$ cat src/rtl/vga_sync.sv
// 640x480 @ 60 Hz VGA timing generator: pixel-enable divider, h/v counters,
// active-low syncs aligned with the pixel coordinates, and a frame-start pulse.
module vga_sync #(
    parameter int H_DISPLAY = 640,
    parameter int H_FRONT   = 16,
    parameter int H_SYNC    = 96,
    parameter int H_BACK    = 48,
    parameter int V_DISPLAY = 480,
    parameter int V_FRONT   = 10,
    parameter int V_SYNC    = 2,
    parameter int V_BACK    = 33,
    parameter int CLK_DIV   = 4
) (
    input  logic       clk,
    input  logic       rst,
    output logic       p_tick,
    output logic [9:0] pixel_x,
    output logic [9:0] pixel_y,
    output logic       video_on,
    output logic       hsync,
    output logic       vsync,
    output logic       frame_start
);

    localparam int H_TOTAL = H_DISPLAY + H_FRONT + H_SYNC + H_BACK;
    localparam int V_TOTAL = V_DISPLAY + V_FRONT + V_SYNC + V_BACK;
    localparam int DW      = (CLK_DIV > 1) ? $clog2(CLK_DIV) : 1;

    localparam logic [DW-1:0] DIV_LAST = DW'(CLK_DIV - 1);
    localparam logic [9:0] H_LAST   = 10'(H_TOTAL - 1);
    localparam logic [9:0] V_LAST   = 10'(V_TOTAL - 1);
    localparam logic [9:0] H_VIS    = 10'(H_DISPLAY);
    localparam logic [9:0] V_VIS    = 10'(V_DISPLAY);
    localparam logic [9:0] HS_FIRST = 10'(H_DISPLAY + H_FRONT);
    localparam logic [9:0] HS_LAST  = 10'(H_DISPLAY + H_FRONT + H_SYNC - 1);
    localparam logic [9:0] VS_FIRST = 10'(V_DISPLAY + V_FRONT);
    localparam logic [9:0] VS_LAST  = 10'(V_DISPLAY + V_FRONT + V_SYNC - 1);

    logic [DW-1:0] div_cnt;
    logic [9:0]    h_cnt;
    logic [9:0]    v_cnt;
    logic [9:0]    h_next;
    logic [9:0]    v_next;
    logic          rst_q;
    logic          frame_wrap;

    always_comb begin
        h_next     = h_cnt;
        v_next     = v_cnt;
        frame_wrap = 1'b0;
        if (p_tick) begin
            if (h_cnt == H_LAST) begin
                h_next = 10'd0;
                if (v_cnt == V_LAST) begin
                    v_next     = 10'd0;
                    frame_wrap = 1'b1;
                end else begin
                    v_next = v_cnt + 10'd1;
                end
            end else begin
                h_next = h_cnt + 10'd1;
            end
        end
    end

    // Syncs are computed from the next counter values so they change on the
    // same edge as pixel_x/pixel_y.
    always_ff @(posedge clk) begin
        rst_q <= rst;
        if (rst) begin
            div_cnt     <= '0;
            p_tick      <= 1'b0;
            h_cnt       <= 10'd0;
            v_cnt       <= 10'd0;
            hsync       <= 1'b1;
            vsync       <= 1'b1;
            frame_start <= 1'b0;
        end else begin
            div_cnt     <= (div_cnt == DIV_LAST) ? '0 : div_cnt + 1'b1;
            p_tick      <= (div_cnt == DIV_LAST);
            h_cnt       <= h_next;
            v_cnt       <= v_next;
            hsync       <= !((h_next >= HS_FIRST) && (h_next <= HS_LAST));
            vsync       <= !((v_next >= VS_FIRST) && (v_next <= VS_LAST));
            frame_start <= frame_wrap;
        end
    end

    assign pixel_x = h_cnt;
    assign pixel_y = v_cnt;

    // rst_q keeps the renderer dark through reset and the clk after release.
    assign video_on = (h_cnt < H_VIS) && (v_cnt < V_VIS) && !rst_q;

endmodule

$ cat config.mk
export PLATFORM = sky130hd
export DESIGN_NAME = vga_sync
export DESIGN_NICKNAME = d
export VERILOG_FILES = /design/src/rtl/vga_sync.sv
export SDC_FILE = /design/constraint.sdc
export NUM_CORES = 1
export LEC_CHECK = 0
export CAP_MARGIN = 5
export CORE_MARGIN = 2
export CORE_UTILIZATION = 50
export CTS_BUF_LIST = sky130_fd_sc_hd__clkbuf_4
export DETAILED_ROUTE_END_ITERATION = 6
export GPL_ROUTABILITY_DRIVEN = 0
export PLACE_DENSITY = 0.77
export SLEW_MARGIN = 20
export SYNTH_ARGS = -nofsm -noshare
export SYNTH_HDL_FRONTEND = slang
export SYNTH_SLANG_ARGS = --single-unit
$ cat constraint.sdc
create_clock -name clk -period 2.6 [get_ports clk]
set_clock_uncertainty 0.15 [all_clocks]
set_input_delay 0.39 -clock clk [delete_from_list [all_inputs] [get_ports clk]]
set_output_delay 0.39 -clock clk [all_outputs]
set_load 0.03 [all_outputs]
==> qor.csv, run 1 <==
metric,value,unit
I/O Pins,27,
min cycle time layout,2310,ps
Synth area leader,dfxtp_1,
maxcap violations,0,
Fillers,240,
HP Start,div_cnt[0]$_SDFF_PP0_,
"CTS clk-pin slew, worst paths",150,ps
Power Density,365,nW/um^2
fin. max-slew vios,0,
Root Driver,clkbuf_4,
switching part of the total,23.2,%
leakage,0.619,nW
fin nets,199,
Starting Density,52.8,%
die footprint,3360,um^2
post-synthesis sequential area ratio,37.1,%
Overall Global Routing Usage,21.6,%
CTS Hold Bufs,0,
Worst setup SP type,flop,
library cells used by synthesis,52,
Syn Area/Cell,8.82,um^2
"EDFF count, synth",0,
ys flop type,dfxtp_1,
CTS sink cnt,27,
internal power,496,uW
Min-Delay Endpoint,div_cnt[0]$_SDFF_PP0_,
Mapped Area,1460,um^2
I/O Buffers,26,
worst reg2reg path startpoint,pixel_x[6]$_SDFF_PP0_,
placed instance area,1740,um^2
Worst-Skew Late Latency,330,ps
Synth warnings,0,
via count,1352,
die width,57.9,um
fin area,1770,um^2
Final ANT Viol Nets,0,
Max-Slew Margin vs Limit,72.3,%
# diodes,0,
1st-pass router iterations,4,
unrepaired setup endpoints after global routing,false,
largest net degree at the start of global routing,17,
synthesis-to-layout area growth,21.6,%
Worst Path Required,2060,ps
crit-path cells,o21a_1 > a2111oi_1 > dlygate4sd2_1,
Sequential Power Share,66.2,%
synthesized flop and latch total,27,
Multi-input gate area,832,um^2
deepest clock path buffer count,2,
Slew @ Worst Pin,413,ps
Switch Pwr,150,uW
"Hold Violations, Final",0,
final worst slack,292,ps
Congestion Overflow GR,0,
FMAX,433,MHz
Comb pwr share,6.0,%
Total Wirelength,3300,um
Place WS,369,ps
status,"finished, final reports clean",
Synth async-reset ratio,0,%
# setup viols final,0,
vias in the first global route,1300,
CORE AREA,2760,um^2
"Arr. time, crit path",1770,ps
sum of negative setup slack,0,ps
CP Capture Type,primary output,
top-area cell type share of the netlist area,37.1,%
worst-path fanout max,11,
most instantiated cells after synthesis,"dfxtp_1, nor2_1, nand3_1, a21oi_1",
share of cells above drive strength 1,10.4,%
DRC Markers,0,
CTS tree,built,
reg2reg end,vsync$_SDFF_PP1_,
"count leader, synth",dfxtp_1,
Die H,57.9,um
Register Area,541,um^2
DR vias/cell,6.06,
Setup CP Type,reg2out,
crit share post-route,88.8,%
first-pass GRT wire length,5750,um
largest cells by area after synthesis,"dfxtp_1, nand3_1, xor2_1, ha_1, nor2_1",
slowest cell delay on critical path,440,ps
Slowest cell on crit path,dfxtp_1,
Mapped Nets,171,
wire per inst,14.8,um
Clk network pwr share,27.7,%
R2R Setup Slk,350,ps
htree depth,1,
Worst IR Drop VDD,0.419,mV
R2R depth,5,
row cnt,19,
Num CTS Buffers,3,
Synth Instances,165,
Hold Crit Class,reg2reg,
Worst Hold Path Cells,1,
1st-iter DRT viols,47,
initial antenna violation count,0,
post-DP HPWL,2490,um
==> sequential cells by signal (all words and copies together), names as in the netlist <==
name         cells
p_tick           1
pixel_x         10
frame_start      1
vsync            1
rst_q            1
div_cnt          2
pixel_y         10
hsync            1
==> power by group through the flow <==
stage / registers [mW] / logic [mW] / clock network [mW]
2_1_floorplan: 0.439 / 0.0233 / 0
3_3_place_gp: 0.437 / 0.0386 / 0
3_5_place_dp: 0.437 / 0.0399 / 0
4_1_cts: 0.428 / 0.0393 / 0.186
5_1_grt: 0.429 / 0.0434 / 0.202
6_report: 0.428 / 0.0390 / 0.179
==> stage by stage <==
step                power, mW  utilization (%)  std cells  hold WS (ps)
finish                  0.646             64.2        223           305
global route            0.675             64.2        223           348
CTS                     0.653             64.2        223           318
detailed placement      0.477             63.2        219           295
global placement        0.475             63.2        219           264
floorplan               0.462                -        165           257
==> critical path, delay by kind of cell (launching register included) <==
kind            cells  cell delay, ps
compound gates      2             560
buf+inv             1             440
flops               1             440
==> repair_timing <==
item	CTS	global route
buffers inserted	0	0
endpoints found under the setup margin	1	0
resized for setup	1	0
==> placed cells by master, fill, tap and decap left out, types with 2 or more instances in the layout <==
master / instances
dfxtp_1: 27
clkdlybuf4s50_1: 25
nor2_1: 12
nand3_1: 11
a21oi_1: 8
inv_1: 7
nor3_1: 7
nand4_1: 7
nand2_1: 7
xor2_1: 6
buf_4: 6
o21ai_0: 5
and3_1: 4
xnor2_1: 4
ha_1: 4
o31ai_1: 3
nor4_1: 3
a221oi_1: 3
clkbuf_4: 3
and4_1: 2
nand2b_1: 2
and2_1: 2
or4_4: 2
a21o_1: 2
or4_1: 2
nor2b_1: 2
==> layer usage <==
metal / GRT usage (%) / vias to the layer above / part of all wire (%)
met5: 0 / - / 0
met4: 5.32 / 0 / 0.54
met3: 5.36 / 2 / 7.2
met2: 35.6 / 50 / 47
met1: 28.5 / 630 / 45
li1: - / 670 / -
==> final cells by class <==
cell class / instances / area share [%]
multi-input combinational: 122 / 47.0
sequential: 27 / 30.6
timing repair buffer: 32 / 17.2
tap: 31 / 2.19
inverter: 7 / 1.49
clock buffer: 3 / 1.27
clock inverter: 1 / 0.283
==> kinds of logic (layout without fill, tap and decap cells) <==
logic type	Yosys count	in the layout	synth area share [%]
and+or+nand+nor	72	72	29.7
AOI/OAI and AO/OA	36	36	18.0
DFF	27	27	37.1
buffers and inverters	16	43	5.76
xor gates and xnor gates	10	10	6.02
adders and majority gates	4	4	3.44
==> how the worst max path moves through the flow <==
| stage | startpoint | end | slack [ps] | cells after the start |
|---|---|---|---|---|
| finish | pixel_x[8]$_SDFF_PP0_ | video_on | 290 | 3 |
| CTS | pixel_x[8]$_SDFF_PP0_ | video_on | 290 | 3 |
| floorplan | pixel_x[8]$_SDFF_PP0_ | video_on | 120 | 3 |
| detailed placement | pixel_y[1]$_SDFF_PP0_ | vsync$_SDFF_PP1_ | 370 | 6 |
| global route | pixel_x[0]$_SDFF_PP0_ | vsync$_SDFF_PP1_ | 130 | 6 |
| global placement | pixel_y[5]$_SDFF_PP0_ | video_on | 370 | 3 |
No activity file was read; power rests on OpenSTA's default activity.
==> inputs of run 2 (changes only) <==
Settings changed: GPL_ROUTABILITY_DRIVEN 0 to 1.
==> results of run 2 <==
The final DEF is identical to that of run 1; final timing and power are the same.
==> RTL change 1: new RTL, flow settings as in run 2 <==
`CLK_DIV`: 4 -> 8.
--- a/src/rtl/vga_sync.sv
+++ b/src/rtl/vga_sync.sv
@@ -11,3 +11,3 @@
     parameter int V_BACK    = 33,
-    parameter int CLK_DIV   = 4
+    parameter int CLK_DIV   = 8
 ) (
Behaviour: not the same (Yosys sat finds a counterexample within 10 cycles, from zero or initial values and one cycle with rst high).
==> RTL change 1 against run 2 <==
- register-to-register slack got worse by 0.22 ns
- routed wire length rose by 1.7%
- setup slack got worse by 0.18 ns
- critical path depth rose by 2
- synthesized area fell by 0.60%
- design area rose by 1.7%
- power rose by 1.8%
- sequential cell count rose by 1
- critical path type unchanged
==> RTL change 1: results (changes against run 2) <==
vias in the first global route 1238 (-4.8%); worst hold margin 0.301 ns (-0.00418 ns); met2 GRT Util 33.9% (-1.6 points); largest net degree at the start of global routing 20 (+3); comb pwr 0.0311 mW (-20%); max incr delay on CP 0.70 ns (+0.26 ns); Slew @ Worst Pin 0.378 ns (-0.0348 ns); critical-path maximum fanout 6 (-5); met3 Use GR 2.90% (-2.5 points); Compound-Gate Fraction of Synth Area 15.1% (-2.9 points); delay-heaviest family, CP buffers and inverters; 1st-iter DRT viols 64 (+36%); Pleak 0.612 nW (-1.1%); Psw 0.153 mW (+1.9%); R2R Setup Slk 0.13 ns (-0.22 ns); combinational share of power 4.7% (-1.3 points); Post-Place Cells 230 (+5.0%); detailed placer's ending HPWL 2460 um (-1.3%); post-place setup slack 0.155 ns (-0.214 ns); GR Util All Layers 21.5% (-0.083 points); Fillers 244 (+1.7%); final clock period utilization by the worst path 95.6% (+6.8 points); commonest cells in the netlist 28 x dfxtp_1, 20 x nor2_1, 12 x clkbuf_1; status finished, final reports clean; Final #Nets 211 (+6.0%); WL met1 1590 um (+6.2%); CP max stage cell clkdlybuf4s50_1
## RTL change 1: cell types whose count changed after synthesis, sizes merged, moves of 3 or more
cell	delta
and3	-3
buf	-5
clkbuf	+8
nand2	+4
nand3	-4
nor2	+8
nor3	+3
nor3b	+3
o31ai	-3
xnor2	+3
## RTL change 1: cell families (layout without fill, tap and decap cells)
kind of cell | count (synthesis) | count (layout)
fa+ha+maj | 5 | 5
flops | 28 | 28
xor+xnor | 12 | 12
mux | 1 | 1
compound gates | 33 | 33
simple gates | 80 | 80
buf+inv | 17 | 44
## RTL change 1: area by class of cell
class | count | share of cell area, %
Inverter | 5 | 1.04
Timing Repair Buffer | 35 | 18.2
Clock buffer | 3 | 1.25
Sequential cell | 28 | 31.4
Clock inverter | 1 | 0.209
Multi-Input combinational cell | 131 | 45.7
Tap cell | 31 | 2.16
## RTL change 1: what timing repair did
item / 4_1_cts / 5_1_grt
resized for setup: 0 / 1
endpoints found under the setup margin: 0 / 1
hold buffers: 0 / 0
endpoints found under the hold margin: 0 / 0
==> RTL change 2: new RTL, flow settings as in run 2 <==
Without the edit above. One comparison of `h_cnt` changes from == to >=.
--- a/src/rtl/vga_sync.sv
+++ b/src/rtl/vga_sync.sv
@@ -51,3 +51,3 @@
         if (p_tick) begin
-            if (h_cnt == H_LAST) begin
+            if (h_cnt >= H_LAST) begin
                 h_next = 10'd0;
Function: no difference found for any inputs over 10 cycles, from zero or initial values and one cycle with rst high; that may be too few to reach the edited logic, so the function may still have changed.
==> RTL change 2 against run 2 <==
- design area shrank 7.5%
- via count shrank 11%
- sequential cell count is the same
- utilization grew 1.3 points
- die area shrank 8.1%
- setup slack lost 0.19 ns
- power shrank 0.32%
- routed wire length shrank 15%
- clock power grew 7%
- first-iteration DRC count grew 2.1%
- synthesized area shrank 8.7%
- critical path type unchanged
==> RTL change 2: results (changes against run 2) <==
commonest cells in the netlist 27 x dfxtp_1, 25 x nor2_1, 10 x a21oi_1, 10 x nand2_1, 9 x nand4_1; Post-synth ARST share 0% (unchanged); vias in the first global route 997 (-23%); layout cells sized above 1 6.56% (-3.9 points); CP max stage cell clkdlybuf4s50_1; syn_nets 164 (-4.1%); H-tree levels 1 (unchanged); 1st-iter DRT viols 48 (+2.1%); Final #Nets 190 (-4.5%); max incr delay on CP 0.59 ns (+0.15 ns); I/O Buffers 26 (unchanged); synth top area cells dfxtp_1 41%, nor2_1 7.1%, nand4_1 4.2%; switching share of power 21.9% (-1.3 points); Peak VDD IR 391 uV (-6.6%); cts repair resizes 0 (-1); critical path data arrival time 1.96 ns (+0.19 ns); Clock Path Buffers 2 (unchanged); Post-CTS Setup Inserts 0 (unchanged); largest net degree at the start of global routing 16 (-1); critical-path maximum fanout 8 (-3); ant diodes 0 (unchanged); Worst setup endpoint video_on; sequential area share after synthesis 40.7% (+3.5 points); routability cong. 0.883 (-6.3%); Fillers 212 (-12%); CP Launch Point pixel_y[5]; Reg clk slew, reported paths 0.14 ns; global-route wire length before repair 4550 um (-21%); detailed placer's ending HPWL 2060 um (-17%); final wirelength 2810 um (-15%); Worst-Skew Late Latency 0.33 ns (about the same); Yosys warnings 0 (unchanged); DRT Pass-1 Iters 4 (unchanged); Worst Reg-to-Reg Cells 7 (+2); status finished, final reports clean; via count 1201 (-11%); Pleak 0.569 nW (-8.0%); delay-heaviest family, CP buffers and inverters; initial antenna violation count 0 (unchanged); Yosys cell types 36 (-31%); R2R Setup Slk 0.32 ns (-0.03 ns); GR Util All Layers 18.6% (-3.0 points); worst rel slew slack 61.3% (-11 points); worst reg2reg path startpoint pixel_x[0]
==> RTL change 2: worst min-delay path by stage <==
stage | from | slack, ns | to
6_report | div_cnt[0] | 0.29 | div_cnt[0]
5_1_grt | div_cnt[0] | 0.31 | div_cnt[0]
4_1_cts | div_cnt[0] | 0.30 | div_cnt[0]
3_5_place_dp | div_cnt[0] | 0.28 | div_cnt[0]
3_3_place_gp | div_cnt[0] | 0.26 | div_cnt[0]
2_1_floorplan | div_cnt[0] | 0.26 | div_cnt[0]
==> RTL change 2: kinds of logic (layout without fill, tap and decap cells) <==
logic type,after synthesis,in the layout,synth area share [%]
adders and majority gates,4,4,3.77
DFF,27,27,40.7
xor gates and xnor gates,11,11,7.25
buffers and inverters,13,38,4.61
and+or+nand+nor,76,76,30.7
AOI/OAI and AO/OA,24,24,10.7
muxes,3,3,2.26
==> RTL change 2: cell type report <==
class | instances | area (sq um) | share of cell area (%)
clock buffers | 4 | 30.0 | 1.83
inverters | 5 | 18.8 | 1.15
multi-input cells | 118 | 727 | 44.4
flip-flops and latches | 27 | 541 | 33.0
well taps | 30 | 37.5 | 2.29
repair buffers | 29 | 283 | 17.3
==> RTL change 2: power by group through the flow <==
stage,clock [mW],sequential [mW],combinational [mW]
6_report,0.192,0.423,0.0292
5_1_grt,0.217,0.424,0.0324
4_1_cts,0.203,0.423,0.0295
3_5_place_dp,0,0.432,0.0295
3_3_place_gp,0,0.432,0.0288
2_1_floorplan,0,0.434,0.0156
==> RTL change 2: stage by stage <==
stage               instance area [sq um]  cells  power [mW]  util, %  setup slack [ns]
floorplan                            1330    158       0.450        -             0.343
detailed placement                   1610    209       0.462     64.3             0.365
finish                               1640    213       0.644     65.5             0.102
CTS                                  1640    213       0.656     65.5             0.101
global route                         1640    213       0.673     65.5           0.00183
global placement                     1610    209       0.461     64.3             0.474
==> RTL change 2: per-layer routing <==
| layer | vias to the layer above | GRT usage [%] | wire (um) |
|---|---|---|---|
| li1 | 606 | - | - |
| met1 | 555 | 26.9 | 1380 |
| met2 | 34 | 25.9 | 1200 |
| met3 | 6 | 3.51 | 161 |
| met4 | 0 | 10.1 | 63 |
| met5 | - | 0 | 0 |
